<file path="config.mk">
export PLATFORM = sky130hd
export DESIGN_NAME = rf68000_ram_arbiter
export DESIGN_NICKNAME = d
export VERILOG_FILES = /design/src/rtl/rf68000_ram_arbiter.sv
export SDC_FILE = /design/constraint.sdc
export NUM_CORES = 1
export LEC_CHECK = 0
export ABC_AREA = 1
export CORE_AREA = 2 2 166 168
export CTS_CLUSTER_DIAMETER = 60
export DETAILED_ROUTE_END_ITERATION = 16
export DIE_AREA = 0 0 168 170
export GPL_ROUTABILITY_DRIVEN = 0
export PLACE_DENSITY_LB_ADDON = 0.08
export SYNTH_ARGS = -nofsm -noshare
export SYNTH_HDL_FRONTEND = slang
export SYNTH_SLANG_ARGS = --single-unit
</file>
<file path="constraint.sdc">
create_clock -name clk_i -period 2.2 [get_ports clk_i]
set_input_delay 0.55 -clock clk_i [delete_from_list [all_inputs] [get_ports clk_i]]
set_output_delay 0.55 -clock clk_i [all_outputs]
set_load 0.02 [all_outputs]
</file>
<file path="src/rtl/rf68000_ram_arbiter.sv">
// rf68000_ram_arbiter: lockable round-robin arbiter that shares one local RAM port
// between NPORT Wishbone-classic requesters and waits out the RAM read latency.
module rf68000_ram_arbiter #(
    parameter int NPORT = 4,
    parameter int RLAT  = 2
) (
    input  logic                  clk_i,
    input  logic                  rst_i,
    input  logic [NPORT-1:0]      req_cyc,
    input  logic [NPORT-1:0]      req_stb,
    input  logic [NPORT-1:0]      req_we,
    input  logic [4*NPORT-1:0]    req_sel,
    input  logic [32*NPORT-1:0]   req_adr,
    input  logic [32*NPORT-1:0]   req_dato,
    output logic [NPORT-1:0]      req_ack,
    output logic [31:0]           req_dati,
    output logic [NPORT-1:0]      grant,
    output logic                  ram_en,
    output logic [3:0]            ram_we,
    output logic [31:0]           ram_adr,
    output logic [31:0]           ram_dati,
    input  logic [31:0]           ram_dato
);
    localparam int PW = (NPORT > 1) ? $clog2(NPORT) : 1;
    localparam int CW = $clog2(RLAT + 1);
    localparam logic [NPORT-1:0] ONE_P = {{(NPORT-1){1'b0}}, 1'b1};

    typedef enum logic [1:0] {
        ST_IDLE   = 2'd0,
        ST_ACCESS = 2'd1,
        ST_ACK    = 2'd2,
        ST_LOCK   = 2'd3
    } state_t;

    state_t           state_r, state_nx_s;
    logic [PW-1:0]    ptr_r, ptr_nx_s, owner_r, owner_nx_s;
    logic [PW-1:0]    win_s, iss_port_s;
    logic [CW-1:0]    cnt_r, cnt_nx_s;
    logic             wr_r, wr_nx_s;
    logic             win_vld_s, issue_s, release_s, own_cyc_s, own_stb_s;
    logic [NPORT-1:0] cand_s, own_1h_s, ack_nx_s, grant_nx_s;
    logic [31:0]      dati_nx_s, ram_adr_nx_s, ram_dati_nx_s;
    logic             ram_en_nx_s;
    logic [3:0]       ram_we_nx_s;
    logic [3:0]       sel_a_s [NPORT];
    logic [31:0]      adr_a_s [NPORT];
    logic [31:0]      dat_a_s [NPORT];

    function automatic logic [PW-1:0] wrap_add(input logic [PW-1:0] base, input int off);
        int sum_v;
        sum_v = int'(base) + off;
        return (sum_v >= NPORT) ? PW'(sum_v - NPORT) : PW'(sum_v);
    endfunction

    for (genvar g = 0; g < NPORT; g++) begin : g_port
        assign sel_a_s[g] = req_sel[4*g +: 4];
        assign adr_a_s[g] = req_adr[32*g +: 32];
        assign dat_a_s[g] = req_dato[32*g +: 32];
    end

    assign cand_s     = req_cyc & req_stb;
    assign own_cyc_s  = req_cyc[owner_r];
    assign own_stb_s  = req_stb[owner_r];
    assign own_1h_s   = ONE_P << owner_r;
    assign iss_port_s = (state_r == ST_IDLE) ? win_s : owner_r;

    // Lock re-issue only listens to the owner; everyone else waits for release.
    assign issue_s   = ((state_r == ST_IDLE) && win_vld_s) ||
                       ((state_r == ST_LOCK) && own_cyc_s && own_stb_s);
    assign release_s = (((state_r == ST_ACCESS) || (state_r == ST_LOCK)) && !own_cyc_s) ||
                       ((state_r == ST_ACK) && !own_stb_s && !own_cyc_s);

    // Round-robin search: nearest candidate at or above the pointer wins.
    always_comb begin
        win_vld_s = 1'b0;
        win_s     = {PW{1'b0}};
        for (int i = NPORT - 1; i >= 0; i--) begin
            win_vld_s = win_vld_s | cand_s[wrap_add(ptr_r, i)];
            win_s     = cand_s[wrap_add(ptr_r, i)] ? wrap_add(ptr_r, i) : win_s;
        end
    end

    // Next-state logic.
    always_comb begin
        state_nx_s = state_r;
        case (state_r)
            ST_IDLE: begin
                state_nx_s = issue_s ? ST_ACCESS : ST_IDLE;
            end
            ST_ACCESS: begin
                if (release_s) begin
                    state_nx_s = ST_IDLE;
                end else if (wr_r || (cnt_r == {CW{1'b0}})) begin
                    state_nx_s = ST_ACK;
                end else begin
                    state_nx_s = ST_ACCESS;
                end
            end
            ST_ACK: begin
                if (own_stb_s) begin
                    state_nx_s = ST_ACK;
                end else if (own_cyc_s) begin
                    state_nx_s = ST_LOCK;
                end else begin
                    state_nx_s = ST_IDLE;
                end
            end
            ST_LOCK: begin
                if (release_s) begin
                    state_nx_s = ST_IDLE;
                end else if (issue_s) begin
                    state_nx_s = ST_ACCESS;
                end else begin
                    state_nx_s = ST_LOCK;
                end
            end
            default: state_nx_s = ST_IDLE;
        endcase
    end

    // Next values of the registered outputs and datapath; ram_we defaults low so a write pulse lasts one clock.
    always_comb begin
        ack_nx_s      = req_ack;
        dati_nx_s     = req_dati;
        grant_nx_s    = grant;
        ram_en_nx_s   = ram_en;
        ram_we_nx_s   = 4'b0000;
        ram_adr_nx_s  = ram_adr;
        ram_dati_nx_s = ram_dati;
        cnt_nx_s      = cnt_r;
        ptr_nx_s      = ptr_r;
        owner_nx_s    = owner_r;
        wr_nx_s       = wr_r;
        if (issue_s) begin
            grant_nx_s    = ONE_P << iss_port_s;
            owner_nx_s    = iss_port_s;
            ram_en_nx_s   = 1'b1;
            ram_adr_nx_s  = adr_a_s[iss_port_s];
            ram_dati_nx_s = dat_a_s[iss_port_s];
            ram_we_nx_s   = req_we[iss_port_s] ? sel_a_s[iss_port_s] : 4'b0000;
            wr_nx_s       = req_we[iss_port_s];
            cnt_nx_s      = CW'(RLAT);
        end else if (release_s) begin
            grant_nx_s  = {NPORT{1'b0}};
            ack_nx_s    = {NPORT{1'b0}};
            ram_en_nx_s = 1'b0;
            ptr_nx_s    = wrap_add(owner_r, 1);
        end else begin
            case (state_r)
                ST_ACCESS: begin
                    if (wr_r) begin
                        ack_nx_s = own_1h_s;
                    end else if (cnt_r == {CW{1'b0}}) begin
                        ack_nx_s  = own_1h_s;
                        dati_nx_s = ram_dato;
                    end else begin
                        cnt_nx_s = cnt_r - CW'(1);
                    end
                end
                ST_ACK: begin
                    if (!own_stb_s) begin
                        ack_nx_s    = {NPORT{1'b0}};
                        ram_en_nx_s = 1'b0;
                    end else begin
                        ack_nx_s = req_ack;
                    end
                end
                default: ack_nx_s = req_ack;
            endcase
        end
    end

    // State and output registers with synchronous reset.
    always_ff @(posedge clk_i) begin
        if (rst_i) begin
            state_r  <= ST_IDLE;
            ptr_r    <= {PW{1'b0}};
            owner_r  <= {PW{1'b0}};
            cnt_r    <= {CW{1'b0}};
            wr_r     <= 1'b0;
            req_ack  <= {NPORT{1'b0}};
            req_dati <= 32'h0000_0000;
            grant    <= {NPORT{1'b0}};
            ram_en   <= 1'b0;
            ram_we   <= 4'b0000;
            ram_adr  <= 32'h0000_0000;
            ram_dati <= 32'h0000_0000;
        end else begin
            state_r  <= state_nx_s;
            ptr_r    <= ptr_nx_s;
            owner_r  <= owner_nx_s;
            cnt_r    <= cnt_nx_s;
            wr_r     <= wr_nx_s;
            req_ack  <= ack_nx_s;
            req_dati <= dati_nx_s;
            grant    <= grant_nx_s;
            ram_en   <= ram_en_nx_s;
            ram_we   <= ram_we_nx_s;
            ram_adr  <= ram_adr_nx_s;
            ram_dati <= ram_dati_nx_s;
        end
    end

endmodule
</file>
# ---- Word level (Yosys, flattened, before mapping)
# Cells that the tools add are included.
dict set report word_totals {
  in_bits 318
  regBits 118
}
dict set report classes {
  add_sub_neg 10
  order_cmp 12
  n_reduce_logical 26
  n_shift 2
  n_eq_ne 9
  bitwise_logic 10
  muxes 57
}
# op count
set ops {}
lappend ops {{$bmux W32 S2} 2}
lappend ops {{$mux W32} 4}
lappend ops {{$mux W2} 21}
lappend ops {{$mux W4} 8}
lappend ops {{$lt A2 B3 Y1 const B} 6}
lappend ops {{$ge A3 B3 Y1 const B} 5}
lappend ops {{$bmux W1 S2} 7}
lappend ops {{$mux W1} 12}
lappend ops {{$reduce_and A4 Y1} 3}
lappend ops {{$sub A2 B1 Y2 const B} 6}
lappend ops {{$bmux W4 S2} 1}
lappend ops {{$pmux W2 S4} 1}
lappend ops {{$pmux W4 S2} 1}
lappend ops {{$shl A1 B2 Y4 const A} 2}
lappend ops {{$add A2 B1 Y3 const B} 2}
lappend ops {{$add A2 B2 Y3 const B} 2}
lappend ops {{$logic_and A1 B1 Y1} 6}
lappend ops {{$ne A3 B3 Y1 const B} 2}
lappend ops {{$reduce_bool A3 Y1} 2}
lappend ops {{$not A1 Y1} 5}
lappend ops {{$reduce_and A5 Y1} 1}
lappend ops {{$and A4 B4 Y4} 1}
lappend ops {{$eq A2 B2 Y1 const B} 2}
lappend ops {{$logic_not A2 Y1} 2}
lappend ops {{other kinds (13)} 22}

# ---- Logic depth before layout (Yosys ltp)
dict set report logic_depth {
  depth_word 14
  mapped_depth 19
  depth_no_buf 17
}

# ---- Worst setup path after synthesis
# OpenSTA, ideal clock, no wires.
dict set report synth_path {
  path_kind {input port to flip-flop}
  start {in req_stb[1]}
  end {reg req_dati[10]}
  cell_stages 10
  required_time_ns 2.081
  t_arrival_ns 1.780
  n_path_buf 1
  setup_time_ns 0.119
  setup_slack_ns 0.301
  cell_sequence {nand2_1 o21ai_1 nand3b_2 o21ai_2 nand2_2 nor2_4 nand3_2 buf_2 o21ai_1 a21oi_1}
}
dict set report synth_via {
  elab_chain_cells 10
  word_cells_on_any_way 24
  classes_between {10 x mux; 6 x bitwise; 8 x reduce/logical}
}
# item line
set synth_rtl {}
lappend synth_rtl {{from (decl)} 10} ;# input logic [NPORT-1:0] req_stb,
lappend synth_rtl {{$and A4 B4 Y4} 61} ;# assign cand_s = req_cyc & req_stb;
lappend synth_rtl {{$bmux W1 S2} 78} ;# win_vld_s = win_vld_s | cand_s[wrap_add(ptr_r, i)];
lappend synth_rtl {{$mux W1 (not written as such)} 78}
lappend synth_rtl {{$or A1 B1 Y1 (3 in a row)} 78}
lappend synth_rtl {{$logic_and A1 B1 Y1} 68} ;# assign issue_s = ((state_r == ST_IDLE) && win_vld_s) ||
lappend synth_rtl {{$logic_or A1 B1 Y1} 68}
lappend synth_rtl {{$not A1 Y1 (no line)} --}
lappend synth_rtl {{$reduce_and A5 Y1 (no line) (*)} --}
lappend synth_rtl {{to (signal assigned)} 195} ;# req_dati <= dati_nx_s;
lappend synth_rtl {{to (decl)} 16} ;# output logic [31:0] req_dati,
# Mark *: on every way between the ends. The rest lies on a longest branch, timed or not. The select of a mux whose other input is x is not followed.
# A chain may end at the register's enable or synchronous reset.

# ---- Final worst setup path
dict set report layout_path {
  start {reg ptr_r[0]}
  end {reg ram_dati[11]}
}
dict set report layout_via {
  elab_chain_cells 14
  word_cells_on_any_way 37
  classes_between {7 x add/sub; 4 x order compare; 20 x mux; 4 x bitwise; 2 x reduce/logical}
}
# item line
set layout_rtl {}
lappend layout_rtl {{from (decl)} 36} ;# logic [PW-1:0] ptr_r, ptr_nx_s, owner_r, owner_nx_s;
lappend layout_rtl {{from (signal assigned)} 177} ;# ptr_r <= {PW{1'b0}};
lappend layout_rtl {{from (signal assigned)} 190} ;# ptr_r <= ptr_nx_s;
lappend layout_rtl {{$add A2 B2 Y3} 51} ;# sum_v = int'(base) + off;
lappend layout_rtl {{$ge A3 B3 Y1 / $sub A2 B1 Y2 (equally long branches)} 52} ;# return (sum_v >= NPORT) ? PW'(sum_v - NPORT) : PW'(sum_v);
lappend layout_rtl {{$mux W2} 52}
lappend layout_rtl {{$bmux W1 S2} {78, 79}}
lappend layout_rtl {{$mux W1 (not written as such)} {78, 79}}
lappend layout_rtl {{$mux W2 (4 in a row)} 79} ;# win_s = cand_s[wrap_add(ptr_r, i)] ? wrap_add(ptr_r, i) : win_s;
lappend layout_rtl {{$mux W2} 65} ;# assign iss_port_s = (state_r == ST_IDLE) ? win_s : owner_r;
lappend layout_rtl {{$not A2 Y3 (not written as such)} 139} ;# ram_dati_nx_s = dat_a_s[iss_port_s];
lappend layout_rtl {{$bmux W32 S2} 139}
lappend layout_rtl {{$mux W32 (not written as such) (2 in a row)} 139}
lappend layout_rtl {{to (signal assigned)} 200} ;# ram_dati <= ram_dati_nx_s;
lappend layout_rtl {{to (decl)} 21} ;# output logic [31:0] ram_dati,
# Parallel ways exist; a longest one is shown, timed or not. The select of a mux whose other input is x is not followed.

==> impl_metrics.tcl <==
set metrics [dict create \
    critPathMaxStageDelay_ns 0.37 \
    syn-num-nets 1582 \
    fin_cells 2079 \
    synth_edf_count 0 \
    port_buffers 426 \
    leakage_nw 6.516 \
    crit_chain "buf_12 -> inv_8 -> nand2_1 -> nand3_2 -> nand2_2 -> nand3_4 -> nand2_2 -> nand2_2 -> nand3_4 -> nand2_8 -> buf_4 -> clkbuf_16 -> nand2_1 -> nand2_1 -> nand2_1 -> nand2_1 -> nand2_1 -> nand2_1" \
    overflow 0 \
    ys_ff_latch 118 \
    detail_route.wl_per_cell_um 16.62 \
    antenna_found_initial 1 \
    r2r_setup_slack_ns 0.02 \
    path_delay_family "simple AND/OR/NAND/NOR gates" \
    final_nets 2046 \
    numCtsBuffers 17 \
    worstSkewPairLatency_ns 0.42 \
    place_inst 2007 \
    path_depth 18 \
    cts_buffer_depth 2 \
    totalWireLength_um 34560 \
    synth_area_leaders "nand2_1, dfxtp_1, nand3_1" \
    drive_above_1_share_pct 11.69 \
    yosysTopAreaCell "nand2_1" \
    final_area_um2 13870 \
    cp_num_buf_inv 4 \
    min_path_type "flip-flop to flip-flop" \
    synth.most_common_cell "nand2_1" \
    gr-usage-all-layers_pct 21.74 \
    r2r-start "ptr_r[0]$_SDFFE_PP0P_" \
    syn_area_per_cell_um2 5.742 \
    fmax_mhz 458.8 \
    maxCapViolations 0 \
    report.final.hold_viol_count 0 \
    synthCells 1260 \
    drtAntennaViolNets 0 \
    drt_iter0_drc 497 \
    cts-root-buf "clkbuf_16" \
    cts_tree "built" \
    grt_pass1_wl_um 48610 \
    finalCritPeriodShare_pct 99.06 \
    async_flop_share_pct 0 \
    die_w_um 168 \
    outcome "finished, final reports clean" \
    area_delta_synth_final_pct 91.66 \
    crit_type "flip-flop to flip-flop" \
    die_h_um 170 \
    critPathSlowestCell "dfxtp_4" \
    dieArea_um2 28560 \
    clkSinkCount 118 \
    ys_seq_area_share_pct 32.65 \
    grt_max_degree 65 \
    drc 0 \
    cp-end-kind "flip-flop" \
    h-tree-depth 4 \
    cts.clk_slew.worst_paths_ns 0.06 \
    finClkSkew_ns 0.009751 \
    crit_end "ram_dati[11]$_SDFFE_PP0P_" \
    layout_setup_ws_ns 0.02062 \
    io_pins 427 \
    p_per_area_nw_per_um2 1644 \
    ys_warn_count 0 \
    yosysTopAreaCellShare_pct 36.89 \
    vias_per_cell 4.590 \
    peakVddDrop_v 0.0007908 \
    cp-start-kind "flip-flop" \
    synth_common_cells "nand2_1, nand3_1, dfxtp_1, inv_1, buf_2" \
    placed_area_um2 12280 \
    slew_violations 0 \
    period_minus_slack_ns 2.179 \
    rr_worst_depth 18 \
    worst_pin_slew_ns 0.3835 \
    firstDrtPassIters 6 \
    rsz0062_at_grt "true" \
    worstPathMaxFanout 10 \
    vias 9542 \
    setup_viol 0 \
    synth.distinct_cells 34 \
    reg2reg_to "ram_dati[11]$_SDFFE_PP0P_" \
    slew_headroom_pct 74.43 \
    dpl_worst_slack_ns -0.4877 \
    arrival_ns 2.50 \
    syn_area_um2 7234 \
    rows 60 \
    core-area_um2 26650 \
    synth_ff_type "dfxtp_1" \
    hpwl_um 24000 \
    worstPathRequired_ns 2.52 \
    grt_pass1_vias 8856 \
    startpoint "ptr_r[0]$_SDFFE_PP0P_" \
    floorplan.initialDensity_pct 27.15 \
    crit_path_frequent_cell "nand2_1" \
]
==> worst min-delay path, cell delays in order, from the launching register on <==
cell     delay (ns)
dfxtp_1        0.31
inv_1          0.04
a21oi_1        0.05
==> per-stage QoR <==
| stage | setup TNS [ns] | utilization, % | power, mW | hold slack (ns) |
|---|---|---|---|---|
| CTS | -0.001110 | 48.90 | 20.33 | 0.4450 |
| global placement | -48.80 | 46.08 | 17.02 | 0.4304 |
| floorplan | 0 | - | 11.63 | 0.4444 |
| finish | 0 | 52.03 | 22.79 | 0.4420 |
| detailed placement | -47.86 | 46.08 | 17.05 | 0.4347 |
| global route | -5.674 | 52.03 | 24.79 | 0.4571 |
==> worst min-delay path by stage <==
stage | slack, ns | to | from | cells past startpoint
global placement | 0.43 | req_dati[1]$_SDFFE_PP0P_ | req_dati[1]$_SDFFE_PP0P_ | 2
global route | 0.46 | req_dati[4]$_SDFFE_PP0P_ | req_dati[4]$_SDFFE_PP0P_ | 2
CTS | 0.45 | req_dati[29]$_SDFFE_PP0P_ | req_dati[29]$_SDFFE_PP0P_ | 2
detailed placement | 0.43 | req_dati[29]$_SDFFE_PP0P_ | req_dati[29]$_SDFFE_PP0P_ | 2
floorplan | 0.44 | wr_r$_SDFFE_PP0P_ | wr_r$_SDFFE_PP0P_ | 2
finish | 0.44 | req_dati[22]$_SDFFE_PP0P_ | req_dati[22]$_SDFFE_PP0P_ | 2
==> per-layer routing <==
metal,wire [µm],up-vias,GRT usage [%]
met5,0,-,0
met4,594,0,6.049
met3,2350,31,5.953
met2,17280,329,39.11
met1,14330,4278,25.33
li1,-,4904,-
==> layout make-up <==
cell class                 instances  area (µm²)
clock inverter                    15       155.1
multi-input combinational       1006        4504
sequential                       118        2370
inverter                          52       215.2
timing repair buffer             528        5758
fill                            2666       12780
clock buffer                      17       425.4
timing repair inverter             1       8.758
tap                              341       426.7
antenna                            1       2.502
==> report_power, final <==
part	internal [mW]	switching [mW]
registers	2.81	0.348
logic	7.68	9.19
clock network	1.51	1.24
==> registers in the layout (all words and copies together), names as in the netlist <==
register,cells
req_dati,32
cnt_r,2
state_r,2
req_ack,4
wr_r,1
ram_we,4
ptr_r,2
ram_dati,32
ram_en,1
owner_r,2
grant,4
ram_adr,32
==> kinds of logic after synthesis <==
logic type / Yosys count / synth area share (%)
compound gates: 89 / 6.676
fa+ha+maj: 4 / 0.6918
buf+inv: 136 / 8.803
flops: 118 / 32.65
simple gates: 913 / 51.18
==> layout by cell type, fill, tap and decap left out, drive strengths merged, types with 6 or more instances in the layout <==
| cell | instances |
|---|---|
| dfxtp | 118 |
| clkbuf | 33 |
| inv | 62 |
| clkdlybuf4s50 | 418 |
| o21ai | 38 |
| a21oi | 40 |
| buf | 86 |
| dlygate4sd2 | 6 |
| nor2 | 21 |
| nand3 | 171 |
| nand2 | 715 |
==> what timing repair did <==
action | 4_1_cts | 5_1_grt
setup buffers | 5 | 13
cloned | 2 | 19
setup endpoints to repair | 69 | 106
pin swaps | 10 | 15
hold buffers | 0 | 0
resized for setup | 25 | 75
Note: power is estimated with default switching activity, not from simulation.
